**src/rtl/bram_port_scheduler.sv**
```systemverilog
// rtl/bram_port_scheduler.sv - round-robin burst scheduler sharing one BRAM controller port
//
// Shares one BRAM controller port among NUM_REQ requesters. It issues at most one access
// per cycle. A requester that keeps its request up holds the port for up to BURST_MAX
// back-to-back beats. Read data is steered back to the issuing requester by a tag
// pipeline whose length matches the controller read latency.
//
// Ports:
//   clk, rst_n      clock, asynchronous active-low reset
//   req_valid       per-requester request valid
//   req_ready       one-hot grant (handshake = req_valid & req_ready)
//   req_wr          per-requester direction, 1 = write
//   req_addr        packed request addresses, requester i at [i*ADDR_W +: ADDR_W]
//   req_wdata       packed write data, requester i at [i*DATA_W +: DATA_W]
//   rsp_valid       one-hot read-return strobe
//   rsp_data        read data (pass-through of bram_do)
//   bram_stall      controller busy; no grant is issued
//   bram_in_valid   access strobe to controller
//   bram_wr         access direction
//   bram_addr       access address
//   bram_di         access write data
//   bram_do         read data from controller
//   bram_do_valid   read data strobe from controller
//   grant_id        current/last burst owner
//   lat_err         sticky: bram_do_valid disagreed with the tag pipeline
module bram_port_scheduler #(
  parameter int NUM_REQ   = 4,
  parameter int ADDR_W    = 13,
  parameter int DATA_W    = 32,
  parameter int READ_LAT  = 2,
  parameter int BURST_MAX = 4,
  localparam int ID_W     = (NUM_REQ > 1) ? $clog2(NUM_REQ) : 1,
  localparam int CNT_W    = $clog2(BURST_MAX + 1)
) (
  input  logic                      clk,
  input  logic                      rst_n,
  input  logic [NUM_REQ-1:0]        req_valid,
  output logic [NUM_REQ-1:0]        req_ready,
  input  logic [NUM_REQ-1:0]        req_wr,
  input  logic [NUM_REQ*ADDR_W-1:0] req_addr,
  input  logic [NUM_REQ*DATA_W-1:0] req_wdata,
  output logic [NUM_REQ-1:0]        rsp_valid,
  output logic [DATA_W-1:0]         rsp_data,
  input  logic                      bram_stall,
  output logic                      bram_in_valid,
  output logic                      bram_wr,
  output logic [ADDR_W-1:0]         bram_addr,
  output logic [DATA_W-1:0]         bram_di,
  input  logic [DATA_W-1:0]         bram_do,
  input  logic                      bram_do_valid,
  output logic [ID_W-1:0]           grant_id,
  output logic                      lat_err
);

  localparam logic [ID_W-1:0]  LAST_ID   = ID_W'(NUM_REQ - 1);
  localparam logic [CNT_W-1:0] BURST_END = CNT_W'(BURST_MAX);

  function automatic logic [ID_W-1:0] inc_id(input logic [ID_W-1:0] i);
    return (i == LAST_ID) ? '0 : i + ID_W'(1);
  endfunction

  logic [ID_W-1:0]    ptr;
  logic [ID_W-1:0]    owner;
  logic [ID_W-1:0]    sel;
  logic [ID_W-1:0]    base;
  logic [CNT_W-1:0]   count;
  logic [CNT_W-1:0]   next_cnt;
  logic               burst_live;
  logic               found;
  logic               hs;
  logic [NUM_REQ-1:0] iss_tag;
  logic [READ_LAT-1:0] vld_pipe;
  logic [NUM_REQ-1:0] tag_pipe [READ_LAT];

  // A nonzero count means a burst is in progress. If the owner has dropped its request,
  // the search starts just past the owner. This matches the pointer that the release
  // will store, so the release takes effect in the same cycle.
  assign burst_live = (count != '0);
  assign base       = burst_live ? inc_id(owner) : ptr;

  always_comb begin
    int j;
    j     = 0;
    sel   = base;
    found = 1'b0;
    if (burst_live && req_valid[owner]) begin
      sel   = owner;
      found = 1'b1;
    end else begin
      for (int k = 0; k < NUM_REQ; k++) begin
        j = (int'(base) + k) % NUM_REQ;
        if (!found && req_valid[j]) begin
          sel   = ID_W'(j);
          found = 1'b1;
        end
      end
    end
  end

  // Gating with rst_n keeps the grant low while reset is held, even with requests pending.
  assign hs       = found & ~bram_stall & rst_n;
  assign next_cnt = (burst_live && sel == owner) ? count + CNT_W'(1) : CNT_W'(1);

  always_comb begin
    req_ready = '0;
    if (hs) req_ready[sel] = 1'b1;
  end

  assign rsp_valid = vld_pipe[READ_LAT-1] ? tag_pipe[READ_LAT-1] : '0;
  assign rsp_data  = bram_do;
  assign grant_id  = owner;

  always_ff @(posedge clk or negedge rst_n) begin
    if (!rst_n) begin
      ptr           <= '0;
      owner         <= '0;
      count         <= '0;
      bram_in_valid <= 1'b0;
      bram_wr       <= 1'b0;
      bram_addr     <= '0;
      bram_di       <= '0;
      iss_tag       <= '0;
      vld_pipe      <= '0;
      for (int k = 0; k < READ_LAT; k++) tag_pipe[k] <= '0;
      lat_err       <= 1'b0;
    end else begin
      if (hs) begin
        owner <= sel;
        if (next_cnt == BURST_END) begin
          count <= '0;
          ptr   <= inc_id(sel);
        end else begin
          count <= next_cnt;
        end
      end else if (!bram_stall && burst_live && !req_valid[owner]) begin
        count <= '0;
        ptr   <= inc_id(owner);
      end

      bram_in_valid <= hs;
      if (hs) begin
        bram_wr   <= req_wr[sel];
        bram_addr <= req_addr[int'(sel)*ADDR_W +: ADDR_W];
        bram_di   <= req_wdata[int'(sel)*DATA_W +: DATA_W];
      end
      iss_tag <= req_ready;

      // The issue register acts as the stage ahead of the pipeline. The head therefore
      // lines up with the controller's read strobe READ_LAT cycles after bram_in_valid.
      vld_pipe[0] <= bram_in_valid & ~bram_wr;
      tag_pipe[0] <= iss_tag;
      for (int k = 1; k < READ_LAT; k++) begin
        vld_pipe[k] <= vld_pipe[k-1];
        tag_pipe[k] <= tag_pipe[k-1];
      end

      if (bram_do_valid != vld_pipe[READ_LAT-1]) lat_err <= 1'b1;
    end
  end

endmodule

```
**config.mk**
```make
export PLATFORM = sky130hd
export DESIGN_NAME = bram_port_scheduler
export DESIGN_NICKNAME = d
export VERILOG_FILES = /design/src/rtl/bram_port_scheduler.sv
export SDC_FILE = /design/constraint.sdc
export NUM_CORES = 1
export LEC_CHECK = 0
export ABC_CLOCK_PERIOD_IN_PS = 8500
export BUFFER_PORTS_ARGS = -buffer_cell sky130_fd_sc_hd__buf_4
export CORE_AREA = 3 3 120 122
export DETAILED_ROUTE_END_ITERATION = 8
export DIE_AREA = 0 0 123 125
export GPL_TIMING_DRIVEN = 0
export HOLD_SLACK_MARGIN = 0.02
export PLACE_DENSITY_LB_ADDON = 0.25
export RECOVER_POWER = 25
export SKIP_LAST_GASP = 1
export SYNTH_ARGS = -nofsm -noshare
export SYNTH_HDL_FRONTEND = slang
export SYNTH_SLANG_ARGS = --single-unit
```
**constraint.sdc**
```tcl
create_clock -name clk -period 8.5 [get_ports clk]
set_clock_uncertainty 0.2 [all_clocks]
set_input_delay 0.425 -clock clk [delete_from_list [all_inputs] [get_ports clk]]
set_output_delay 0.425 -clock clk [all_outputs]
set_load 0.02 [all_outputs]
```
==> out/results.tsv <==
stage	metric	value	unit
timing	Worst-Margin Slew	0.875	ns
die	Die W	123	um
grt	global-route wire length before repair	25.6	mm
logic_synthesis	Synth cell types	52	
logic_synthesis	Top FF cell, synth	dfrtp_1	
min_path	hold crit path type	in -> async	
logic_synthesis	Mapped Nets	760	
cts	CTS tree	yes	
logic_synthesis	syn_area_per_cell	8.48	um2
worst_setup_path	slowest CP cell	clkbuf_1	
cells_and_area	diode count	0	
cts	Root Driver	clkbuf_16	
timing	Slew Viols, Final	0	
route	Via density	4.84	
worst_setup_path	crit-path leading delay family	buffers and inverters	
die	Die Ht	125	um
power	Leakage	3.53	nW
grt	met3 usage	4.07	%
worst_setup_path	Worst EP arrival	3.48	ns
grt	GR Util All Layers	20.7	%
logic_synthesis	YS warnings	0	
worst_setup_path	worst r2r path cells	11	
worst_setup_path	Worst Path Max Fanout	11	
die	Ports	314	
run_status	outcome	complete, no violations	
grt	largest net degree at the start of global routing	71	
logic_synthesis	Post-synth EDFFs	0	
die	core area	0.0133	mm2
logic_synthesis	share of the yosys chip area belonging to registers	38.5	%
grt	GR Util met2	38.3	%
worst_setup_path	CP max stage delay	0.55	ns
place	hpwl dp	13.3	mm
worst_setup_path	crit-path cells	ha_1, nor2_1, a21o_1, a221oi_2, nor3_1, mux2_2, buf_2, clkbuf_1, ha_1, and2_1, buf_4	
logic_synthesis	asr flop ratio synth	100	%
route	Post-DRT Antenna Nets	0	
timing	RSZ-0062 raised after global routing	no	
cts	hold_buf cts	0	
logic_synthesis	post-synthesis cell count	529	
place	GP Congestion	0.849	
route	# DRC	0	
cts	Clk pin slew, worst setup/hold paths	0.06	ns
timing	period utilisation layout	48.3	%
route	first-pass iteration count of the detailed router	4	
die	Die ar.	0.0154	mm2
cts	Num CTS Buffers	9	
die	row cnt	42	
cells_and_area	commonest non-fill, non-tap cells in the layout	buf_4, nor2_1, nand2_1, dfrtp_1, nand3_1	
cts	Resize count post-CTS	0	
grt	vias in the first global route	5055	
route	1st-iter DRT viols	188	
worst_setup_path	CP required	7.88	ns
grt	met1 usage in global routing	24.3	%
worst_setup_path	crit path capture type	output pin	
cells_and_area	commonest non-fill, non-tap cell in the layout	buf_4	
timing	final setup vio count	0	
timing	Final Hold Viols	0	
worst_setup_path	most frequent CP cell	ha_1	
worst_setup_path	critical path class	reg -> out	
worst_setup_path	crit path launch type	register	
timing	crit path time final	4.11	ns
place	pre-CTS setup slack	4.66	ns
grt	initial antenna violation count	0	
logic_synthesis	Mapped Area	0.00449	mm2
worst_setup_path	critical path depth	11	
cells_and_area	layout cell share with drive strength beyond 1	47.2	%
run	Max-Cap Viols	0	
route	routed len/inst	16.6	um
logic_synthesis	Synth Register Bits	69	
place	number of port buffers	279	
die	Starting Density	33.7	%
cts	CTS Sinks	69	
timing	Max transition margin	41.7	%
grt	GRT busiest layer	met2	
cts	clk_lat worst skew	0.32	ns
cts	clock tree buffer depth	2	
cts	postcts setup bufs	0	
cts	H-tree levels	3	
power	VDD IR-drop max	0.000140	V
route	final WL	16.6	mm
timing	setup TNS	0	ns
route	DR vias	4840	
grt	GRT overflow	0	
power	Power per Cell Area	392	mW/mm2
cells_and_area	P&R area growth vs syn	58.6	%
cells_and_area	final net count	1050	
timing	Worst Slack Setup Final	4.39	ns
worst_setup_path	WP buf/inv	3	
timing	Fmax	0.243	GHz
[sequential cells by signal, indices dropped and copies added (netlist names)]
signal         count
vld_pipe           2
iss_tag            4
ptr                2
tag_pipe           8
bram_di           32
bram_wr            1
bram_addr         13
count              3
grant_id           2
lat_err            1
bram_in_valid      1
[cell families after synthesis]
group           share of synthesized area (%)
compound gates                           17.8
xor+xnor                                0.390
fa+ha+maj                                1.95
buf+inv                                  10.2
flops                                    38.5
mux                                      6.05
simple gates                             25.2
[cells in the mapped netlist, types with 3 or more instances]
master    count  area [um2]
nor2_1      115         432
nand2_1      89         334
dfrtp_1      69        1730
nand3_1      37         185
buf_4        33         248
o221a_2      28         315
mux2i_1      20         200
buf_2        16        80.1
clkbuf_1     14        52.6
inv_1        10        37.5
o221ai_1     10        87.6
and2_1        8        50.1
o221a_1       8        90.1
ha_1          7        87.6
nor3_1        6        30.0
o21ai_0       5        25.0
a31oi_1       4        25.0
a21oi_1       3        15.0
nand2b_1      3        18.8
[area by class of cell]
type	count	area, um2
Fill cell	1270	6180
Multi-Input combinational cell	381	2300
Timing Repair Buffer	279	2090
Sequential cell	69	1730
Buffer	67	410
Clock buffer	10	229
Tap cell	176	220
Clock inverter	6	87.6
Inverter	12	45.0
[metrics by stage]
| stage | power (mW) | utilization (%) | hold slack (ns) | area, um2 | cells |
|---|---|---|---|---|---|
| 2_1_floorplan | 1.78 | - | -0.0706 | 4490 | 529 |
| 3_3_place_gp | 2.37 | 51.2 | 0.131 | 6800 | 984 |
| 3_5_place_dp | 2.42 | 51.2 | 0.136 | 6800 | 984 |
| 4_1_cts | 2.82 | 53.5 | 0.0646 | 7120 | 1000 |
| 5_1_grt | 3.02 | 53.5 | 0.113 | 7120 | 1000 |
| 6_report | 2.79 | 53.5 | 0.0370 | 7120 | 1000 |
[power breakdown]
group	switching (mW)	internal, mW
registers	0.0889	0.472
clock network	0.137	0.257
logic	1.09	0.738
total	1.32	1.47
[worst paths after layout]
check / startpoint / to / slack, ns
min reg2reg: tag_pipe[5] / tag_pipe[1] / 0.15
max in group asynchronous: rst_n / bram_di[26] / 7.51
min in group clk: bram_do_valid / lat_err / 0.14
max: grant_id[0] / req_ready[3] / 4.39
min: rst_n / grant_id[1] / 0.04
max reg2reg: grant_id[0] / ptr[1] / 4.68
[metal layers]
layer / vias to the layer above / wire, um
li1: 2374 / -
met1: 2256 / 6410
met2: 192 / 8890
met3: 18 / 1010
met4: 0 / 287
met5: - / 0
(Power assumes the default switching activity.)
